[src/rtl/sm83_irq_ctrl.sv]
// SM83-style interrupt controller: IF/IE registers, IME enable sequencing with
// one-instruction EI delay, and a two-state dispatch handshake to the CPU core.
module sm83_irq_ctrl #(
  parameter int          N_SRC      = 5,
  parameter logic [7:0]  VEC_BASE   = 8'h40,
  parameter logic [7:0]  VEC_STRIDE = 8'h08,
  parameter logic [15:0] IF_ADDR    = 16'hFF0F,
  parameter logic [15:0] IE_ADDR    = 16'hFFFF
) (
  input  logic             clk,
  input  logic             rst,
  input  logic [N_SRC-1:0] irq_req,
  input  logic [15:0]      bus_addr,
  input  logic [7:0]       bus_wdata,
  input  logic             bus_we,
  output logic [7:0]       bus_rdata,
  output logic             bus_hit,
  input  logic             ei,
  input  logic             di,
  input  logic             reti,
  input  logic             instr_boundary,
  input  logic             int_ack,
  output logic             ime,
  output logic             int_pending,
  output logic             int_take,
  output logic [7:0]       int_vec
);

  typedef enum logic [1:0] {IME_OFF, IME_ARMED, IME_ON} ime_state_t;
  typedef enum logic {D_IDLE, D_REQ} disp_state_t;

  // Unimplemented IF bits read back as 1.
  localparam logic [7:0] IF_PAD = 8'(8'hFF << N_SRC);

  logic [N_SRC-1:0] if_q, if_d;
  logic [7:0]       ie_q, ie_d;
  ime_state_t       ime_q, ime_d;
  disp_state_t      disp_q, disp_d;
  logic [2:0]       idx_q, idx_d;

  logic             sel_if, sel_ie;
  logic [N_SRC-1:0] pend_vec;
  logic [2:0]       low_idx;
  logic             ack_fire;

  assign sel_if   = (bus_addr == IF_ADDR);
  assign sel_ie   = (bus_addr == IE_ADDR);
  assign pend_vec = ie_q[N_SRC-1:0] & if_q;
  assign ack_fire = int_ack && (disp_q == D_REQ);

  always_comb begin
    bus_hit   = sel_if || sel_ie;
    bus_rdata = 8'h00;
    if (sel_if)
      bus_rdata = IF_PAD | 8'(if_q);
    else if (sel_ie)
      bus_rdata = ie_q;
    int_pending = |pend_vec;
  end

  always_comb begin
    low_idx = 3'd0;
    for (int i = N_SRC - 1; i >= 0; i--) begin
      if (pend_vec[i])
        low_idx = 3'(i);
    end
  end

  // Per-bit priority: peripheral set beats dispatch clear beats bus write.
  always_comb begin
    if_d = if_q;
    for (int i = 0; i < N_SRC; i++) begin
      if (bus_we && sel_if)
        if_d[i] = bus_wdata[i];
      if (ack_fire && (idx_q == 3'(i)))
        if_d[i] = 1'b0;
      if (irq_req[i])
        if_d[i] = 1'b1;
    end
    ie_d = (bus_we && sel_ie) ? bus_wdata : ie_q;
  end

  always_comb begin
    ime_d = ime_q;
    if (di)
      ime_d = IME_OFF;
    else if (reti)
      ime_d = IME_ON;
    else if (ack_fire)
      ime_d = IME_OFF;
    else if (ei) begin
      if (ime_q == IME_OFF)
        ime_d = IME_ARMED;
    end else if ((ime_q == IME_ARMED) && instr_boundary)
      ime_d = IME_ON;
  end

  always_comb begin
    disp_d = disp_q;
    idx_d  = idx_q;
    case (disp_q)
      D_IDLE: begin
        if (ime && int_pending && instr_boundary) begin
          disp_d = D_REQ;
          idx_d  = low_idx;
        end
      end
      D_REQ: begin
        if (int_ack)
          disp_d = D_IDLE;
      end
      default: disp_d = D_IDLE;
    endcase
  end

  always_comb begin
    ime      = (ime_q == IME_ON);
    int_take = (disp_q == D_REQ);
    int_vec  = int_take ? (VEC_BASE + 8'(idx_q) * VEC_STRIDE) : 8'h00;
  end

  always_ff @(posedge clk) begin
    if (rst) begin
      if_q   <= '0;
      ie_q   <= 8'h00;
      ime_q  <= IME_OFF;
      disp_q <= D_IDLE;
      idx_q  <= 3'd0;
    end else begin
      if_q   <= if_d;
      ie_q   <= ie_d;
      ime_q  <= ime_d;
      disp_q <= disp_d;
      idx_q  <= idx_d;
    end
  end

endmodule

[config.mk]
export PLATFORM = sky130hd
export DESIGN_NAME = sm83_irq_ctrl
export DESIGN_NICKNAME = d
export VERILOG_FILES = /design/src/rtl/sm83_irq_ctrl.sv
export SDC_FILE = /design/constraint.sdc
export NUM_CORES = 1
export LEC_CHECK = 0
export ABC_AREA = 0
export ABC_CLOCK_PERIOD_IN_PS = 2800
export BUFFER_PORTS_ARGS = -buffer_cell sky130_fd_sc_hd__buf_2
export CAP_MARGIN = 20
export CORE_AREA = 2 2 61 63
export CTS_CLUSTER_DIAMETER = 100
export CTS_CLUSTER_SIZE = 30
export DETAILED_ROUTE_END_ITERATION = 8
export DIE_AREA = 0 0 63 65
export GPL_TIMING_DRIVEN = 0
export SYNTH_ARGS = -nofsm -noshare
export SYNTH_HDL_FRONTEND = slang
export SYNTH_SLANG_ARGS = --single-unit
[constraint.sdc]
create_clock -name clk -period 2.8 [get_ports clk]
set_input_delay 0.84 -clock clk [delete_from_list [all_inputs] [get_ports clk]]
set_output_delay 0.84 -clock clk [all_outputs]
set_load 0.01 [all_outputs]
==> metrics.cfg, run 1 <==
[status]
status = complete, but fails checks
failed_checks = negative setup slack

[routing]
wl_per_cell_um = 13.2
drc = 0
drt_pass1_iterations = 4
viasPerCell = 5.20
drt_wl_total_um = 3270
ant_nets = 0
vias = 1285
drt_iter0_markers = 61

[placed_design]
routabilityCongestion = 0.810
io_buffers = 51
hpwl_um = 2510
dpl.cell_count = 242
place_area_mm2 = 0.00147

[die]
die-area_mm2 = 0.00410
io_pins = 57
start_util_pct = 32.7
placeableCoreArea_mm2 = 0.00350
chipHeight_um = 65
die_w_um = 63
fp-row-count = 22

[setup_path]
worstPathRequired_ns = 1.96
crit_path_max_fanout = 8
slowest_delay_ns = 0.58
crit_arrival_ns = 2.05
path_cells = buf_8, or4_4, nor2_4, a22o_2, buf_6
crit_slowest_cell = or4_4
cp.buffers_inverters = 2
endpoint_kind = primary output
startpoint_type = input pin
crit_family = simple AND/OR/NAND/NOR gates
critPathKind = input pin to primary output

[logic_synthesis]
yosysMostFrequentCell = dfxtp_1
ys_ff_latch = 19
ys.flop_type = dfxtp_1
syn_avg_cell_area_um2 = 8.18
yosys.area.top_type = dfxtp_1
synth_top_area_share_pct = 33.2
syn_inst = 140
ys_types = 44
synth_edf_count = 0
synth_area_leaders = dfxtp_1 (33%), a21oi_1 (6.1%), nand3_1 (5.7%), o21ai_0 (5.7%), a22o_2 (4.4%)
synth_area_mm2 = 0.00114
seq_area_frac_synth_pct = 33.2
async_reset_ff_share_pct = 0
synth_common_cells = dfxtp_1 (19), a21oi_1 (14), nand3_1 (13), o21ai_0 (13), nand2_1 (10)
ys_warn_count = 0

[clock_network]
clkLatencyLatePin_ns = 0.29
holdBufCountCts = 0
cts.sinks = 19
clk_pin_slew_worst_paths_ns = 0.10
root_buffer = clkbuf_4
cts_tree = done
htree_levels = 1
numCtsBuffers = 3
cts_buffer_depth = 2

[global_routing]
grt_pass1_vias = 1197
antenna_found_initial = 0
grt_overflow = 0
track_usage_pct = 16.7
grt_pass1_wl_um = 5580
grt_max_degree = 12

[worst_hold_path]
hp-class = flop to flop

[layout]
layoutNonFillerInstCount = 247
fin_area_mm2 = 0.00157
antenna_cells = 0
drive_gt1_share_pct = 37.7
area_delta_synth_final_pct = 37.0
nets = 237

[timing]
fin_crit_ns = 2.89
drv_slew = 0
hold_viol = 0
fmax_ghz = 0.346
fin_ws_ns = -0.0930
maxSlewHeadroom_pct = 55.1
tightest_slew_ns = 0.668
clock_skew_ns = 0.00258
rsz0062_at_grt = yes
whs_ns = 0.482
finalSetupViolCount = 8
finalCritPeriodShare_pct = 103
finalSetupTns_ns = -0.561

[job]
maxCapViolations = 0

[power]
ir_worst_vdd_mv = 0.215
p_leak_nw = 0.648
p_per_area_mw_per_mm2 = 316

==> final cells by class <==
cell class	count	area, um2
flip-flops and latches	19	380
repair buffers	53	318
clock buffers	4	26.3
multi-input cells	110	716
plain buffers	10	57.6
inverters	3	11.3
fillers	400	1930
well taps	48	60.1
==> power by group <==
group          switching [mW]  internal [mW]
Combinational          0.0334         0.0362
Clock                  0.0847         0.0555
Sequential            0.00855          0.277
==> flip-flops by register name, indices dropped and copies added, names as in the netlist <==
name,count
int_take,1
if_q,5
ie_q,8
ime_q,2
idx_q,3
==> worst register-to-register path, delay by kind of cell, from the launching register on <==
| kind | cells | cell delay, ns |
|---|---|---|
| compound gates | 3 | 0.63 |
| flops | 1 | 0.41 |
| simple gates | 1 | 0.29 |
==> final timing paths <==
check,startpoint,to,slack (ns),cells after the start
setup / recovery,bus_addr[7],bus_rdata[0],-0.09,5
hold / removal,ie_q[7],ie_q[7],0.48,2
setup reg to reg,int_take,idx_q[0],1.41,4
hold reg to reg,ie_q[7],ie_q[7],0.48,2
==> through the flow <==
step | power (mW) | worst slack, ns | util (%)
final | 0.496 | -0.0930 | 44.9
after global placement | 0.358 | -0.185 | 42.1
after global routing | 0.521 | -0.141 | 44.9
after detailed placement | 0.359 | -0.185 | 42.1
after floorplan | 0.321 | 0.0939 | -
after CTS | 0.498 | -0.111 | 44.5
==> routing by layer <==
metal,track usage [%],vias to the layer above,routed length [um]
met3,3.30,2,188
met2,28.9,44,1630
met4,2.50,0,14
met1,21.8,588,1430
met5,0,-,0
li1,-,651,-
==> logic make-up (layout without fill, tap and decap cells) <==
group | after synthesis | count (layout) | synth area share [%]
other | 1 | 4 | 0.328
buffers and inverters | 14 | 70 | 6.99
and+or+nand+nor | 54 | 54 | 28.6
AOI/OAI and AO/OA | 52 | 52 | 30.8
DFF | 19 | 19 | 33.2
==> cell usage in the layout (no fill, tap or decap), types with 6 or more instances in the layout <==
cell	count
a21oi_1	14
nand2_1	10
buf_2	45
o21ai_0	13
nand3_1	12
buf_4	7
dfxtp_1	19
buf_6	6
==> timing repair <==
| action | CTS | global route |
|---|---|---|
| gates resized for setup | 9 | 3 |
| setup buffers | 2 | 0 |
| setup endpoints to repair | 9 | 8 |
| pin swaps | 8 | 3 |
No activity file was read; power rests on OpenSTA's default activity.
==> inputs of run 2 (changes only) <==
Settings changed: ABC_AREA 0 to 1, CORE_AREA 2 2 61 63 to 2 2 65 67, DIE_AREA 0 0 63 65 to 0 0 67 69.
==> metrics.cfg, run 2 <==
[routing]
wl_per_cell_um = 10.6
drt_iter0_markers = 75
top_layer_used = met4
viasPerCell = 4.64
wl_met2_um = 1630
ant_nets = 0
drt_pass1_iterations = 4
drc = 0
vias = 1477
drt_wl_total_um = 3380
wl_met1_um = 1570
met3_length_um = 170

[die]
die_w_um = 67
io_pins = 57
placeableCoreArea_mm2 = 0.00391
fp-row-count = 23
die-area_mm2 = 0.00462
start_util_pct = 33.6
chipHeight_um = 69

[logic_synthesis]
synth_common_cells = nand2_1 (60), inv_1 (23), nand3_1 (22)
ys_warn_count = 0
yosysMostFrequentCell = nand2_1
ys.flop_type = dfxtp_1
ys_ff_latch = 19
synth_edf_count = 0
synth_area_mm2 = 0.00132
yosys.area.top_type = dfxtp_1
syn_avg_cell_area_um2 = 6.29
ys_types = 26
seq_area_frac_synth_pct = 28.9
async_reset_ff_share_pct = 0
synth_top_area_share_pct = 28.9
syn_inst = 209
synth_area_leaders = dfxtp_1 (29%), nand2_1 (17%), nand3_1 (8.4%), inv_1 (6.6%), nor2_1 (5.4%)

[clock_network]
postCtsSetupBuffers = 0
cts_resized = 0
cts_tree = done
holdBufCountCts = 0
cts_buffer_depth = 2
root_buffer = clkbuf_8
clkLatencyLatePin_ns = 0.25
clk_pin_slew_worst_paths_ns = 0.07
htree_levels = 1
numCtsBuffers = 3
cts.sinks = 19

[setup_path]
crit_arrival_ns = 1.85
worstPathRequired_ns = 1.96
critPathKind = input pin to primary output
startpoint_type = input pin
crit_path_max_fanout = 8
crit_family = simple AND/OR/NAND/NOR gates
endpoint_kind = primary output
crit_slowest_cell = nor2_4
slowest_delay_ns = 0.23
cp.buffers_inverters = 3
path_cells = buf_2, nor2_1, nand2_1, nor2_4, inv_1, nand3_1, nand2_1, buf_2

[layout]
final_cell_mix = nand2_1 (60), buf_2 (53), inv_1 (23), nand3_1 (22)
antenna_cells = 0
largest_reg_flops = 8
area_delta_synth_final_pct = 29.0
final_common_cell = nand2_1
largest_register = ie_q
drive_gt1_share_pct = 30.2
fin_area_mm2 = 0.00170
nets = 306
reg_top3 = ie_q (8), if_q (5), idx_q (3)

[global_routing]
antenna_found_initial = 0
grt_pass1_wl_um = 5600
grt_overflow = 0
grt_pass1_vias = 1284
grt_max_degree = 11
track_usage_pct = 15.2

[placed_design]
io_buffers = 50
routabilityCongestion = 0.741
place_area_mm2 = 0.00164
hpwl_um = 2690

[timing]
fin_crit_ns = 2.69
whs_ns = 0.481
finalCritPeriodShare_pct = 96.2
finalSetupViolCount = 0
fmax_ghz = 0.371
clock_skew_ns = 0.00455
finalSetupTns_ns = 0
drv_slew = 0
hold_viol = 0

[power]
p_leak_nw = 0.927
ir_worst_vdd_mv = 0.275
finalPower_uw = 551
p_per_area_mw_per_mm2 = 325

[job]
maxCapViolations = 0

[status]
status = completed

[worst_hold_path]
hp-class = flop to flop

[run 2: cells by family after synthesis]
group | count (synthesis) | share of synthesized area (%)
flops | 19 | 28.9
simple gates | 129 | 47.6
buf+inv | 37 | 13.0
compound gates | 23 | 10.2
other cells | 1 | 0.285
[run 2: final cells by class]
cell class	count	area, um2
sequential	19	380
buffer	9	66.3
tap	50	62.6
timing repair buffer	52	263
multi-input combinational	156	774
inverter	28	105
fill	460	2220
clock buffer	4	45.0
[run 2: metal layers]
layer  vias up  track usage, %
li1        789               -
met1       655            20.6
met2        31            25.1
met3         2            3.26
met4         0            2.04
met5         -               0
[run 2: through the flow]
| stage | std cells | setup slack [ns] | util, % |
|---|---|---|---|
| after CTS | 316 | 0.0992 | 43.0 |
| after global routing | 318 | -0.00467 | 43.4 |
| after detailed placement | 312 | 0.100 | 41.9 |
| after floorplan | 212 | 0.334 | - |
| final | 318 | 0.107 | 43.4 |
| after global placement | 312 | 0.102 | 41.9 |
[run 2: worst min-delay path, cell delays in order (launching register included)]
cell and delay [ns]:
dfxtp_1 0.33, a21oi_1 0.04, nor2_1 0.08
[run 2: final timing paths]
check                   start  cells after the start  slack (ns)      endpoint
setup / recovery  bus_addr[6]                      8        0.11  bus_rdata[4]
hold / removal        ie_q[5]                      2        0.48       ie_q[5]
setup reg to reg      if_q[0]                      8        1.51      idx_q[0]
hold reg to reg       ie_q[5]                      2        0.48       ie_q[5]
[run 2: where the power goes]
| part | switching [mW] | leakage [nW] | internal, mW |
|---|---|---|---|
| clock network | 0.0871 | 0.0228 | 0.101 |
| registers | 0.00539 | 0.155 | 0.276 |
| logic | 0.0430 | 0.750 | 0.0386 |
| total | 0.136 | 0.927 | 0.416 |
==> inputs of run 3 (changes only) <==
Settings changed: ABC_CLOCK_PERIOD_IN_PS 2800 to 2700.
Clock period 2.8 ns to 2.7 ns, I/O delays scaled along.
==> metrics.cfg, run 3 (synthesis results as in run 2) <==
[layout]
layoutNonFillerInstCount = 319
final_common_cell = nand2_1
area_delta_synth_final_pct = 31.4
antenna_cells = 0
fillers = 455
largest_register = ie_q
regArea_um2 = 380
drive_gt1_share_pct = 33.1
nets = 307
reg_top3 = ie_q (8), if_q (5), idx_q (3)
largest_reg_flops = 8
multi_input_area_um2 = 792
final_cell_mix = nand2_1 (57), buf_2 (52), inv_1 (21), nand3_1 (20)

[clock_network]
clk_pin_slew_worst_paths_ns = 0.07
clkLatencyLatePin_ns = 0.25
root_buffer = clkbuf_8
cts.sinks = 19
htree_levels = 1
cts_tree = done
holdBufCountCts = 0
numCtsBuffers = 3
cts_buffer_depth = 2

[timing]
finalSetupViolCount = 0
fmax_ghz = 0.381
finalCritPeriodShare_pct = 97.2
fin_crit_ns = 2.62
drv_slew = 0
hold_viol = 0
clock_skew_ns = 0.00199

[placed_design]
hpwl_um = 2690
dpl.cell_count = 312
routabilityCongestion = 0.741
io_buffers = 50

[global_routing]
grt_pass1_wl_um = 5600
grt_pass1_vias = 1284
grt_overflow = 0
track_usage_pct = 15.2
antenna_found_initial = 0
grt_max_degree = 11

[routing]
drt_wl_total_um = 3440
wl_per_cell_um = 10.8
drc = 0
drt_iter0_markers = 76
ant_nets = 0
viasPerCell = 4.67
drt_pass1_iterations = 4
vias = 1489

[power]
ir_worst_vdd_mv = 0.288
finalPower_uw = 573
p_leak_nw = 0.929
p_per_area_mw_per_mm2 = 332

[setup_path]
crit_path_max_fanout = 6
critPathKind = input pin to primary output
worstPathRequired_ns = 1.89
crit_arrival_ns = 1.81
endpoint_kind = primary output
startpoint_type = input pin

[status]
status = completed

[die]
chipHeight_um = 69
placeableCoreArea_mm2 = 0.00391
fp-row-count = 23
die_w_um = 67
die-area_mm2 = 0.00462
io_pins = 57
start_util_pct = 33.6

[job]
maxCapViolations = 0

[worst_hold_path]
hp-class = flop to flop

## run 3: worst paths after layout
kind,slack [ns],cells after the start,from,to
hold / removal,0.48,2,ie_q[5],ie_q[5]
setup reg to reg,1.41,8,if_q[1],idx_q[0]
setup / recovery,0.08,9,bus_addr[13],bus_rdata[4]
hold reg to reg,0.48,2,ie_q[5],ie_q[5]
## run 3: per-stage QoR
stage | worst slack [ns] | TNS, ns | cell area [um2] | hold WS (ns) | utilization (%)
floorplan | 0.294 | 0 | 1330 | 0.452 | -
global placement | 0.0621 | 0 | 1640 | 0.465 | 41.9
detailed placement | 0.0602 | 0 | 1640 | 0.469 | 41.9
CTS | 0.0592 | 0 | 1680 | 0.485 | 43.0
global route | -0.0114 | -0.0308 | 1730 | 0.500 | 44.1
finish | 0.0769 | 0 | 1730 | 0.484 | 44.1
## run 3: repair_timing
item                                    in CTS  in global routing
setup buffers                                0                  2
resized for setup                            0                  8
endpoints found under the setup margin       0                  6
## run 3: final cells by class
class,count,area share (%)
multi-input cells,156,45.8
flip-flops and latches,19,22.0
repair buffers,53,16.0
inverters,28,6.08
plain buffers,9,3.84
well taps,50,3.62
clock buffers,4,2.61
## run 3: power breakdown
part | switching (mW) | internal (mW)
clock | 0.0906 | 0.105
sequential | 0.00553 | 0.286
combinational | 0.0455 | 0.0404
## run 3: metal layers
metal	up-vias	wire length (um)	track usage, %
met3	2	183	3.26
met5	-	0	0
met1	661	1580	20.6
met4	0	16	2.04
li1	790	-	-
met2	36	1660	25.1
## run 3: worst max-delay path: stages
cell and delay, ns:
buf_2 0.09, nand2_1 0.06, inv_2 0.05, nand4_1 0.17
nor2_4 0.23, buf_6 0.15, nand3_2 0.06, nand2_2 0.07
buf_2 0.12
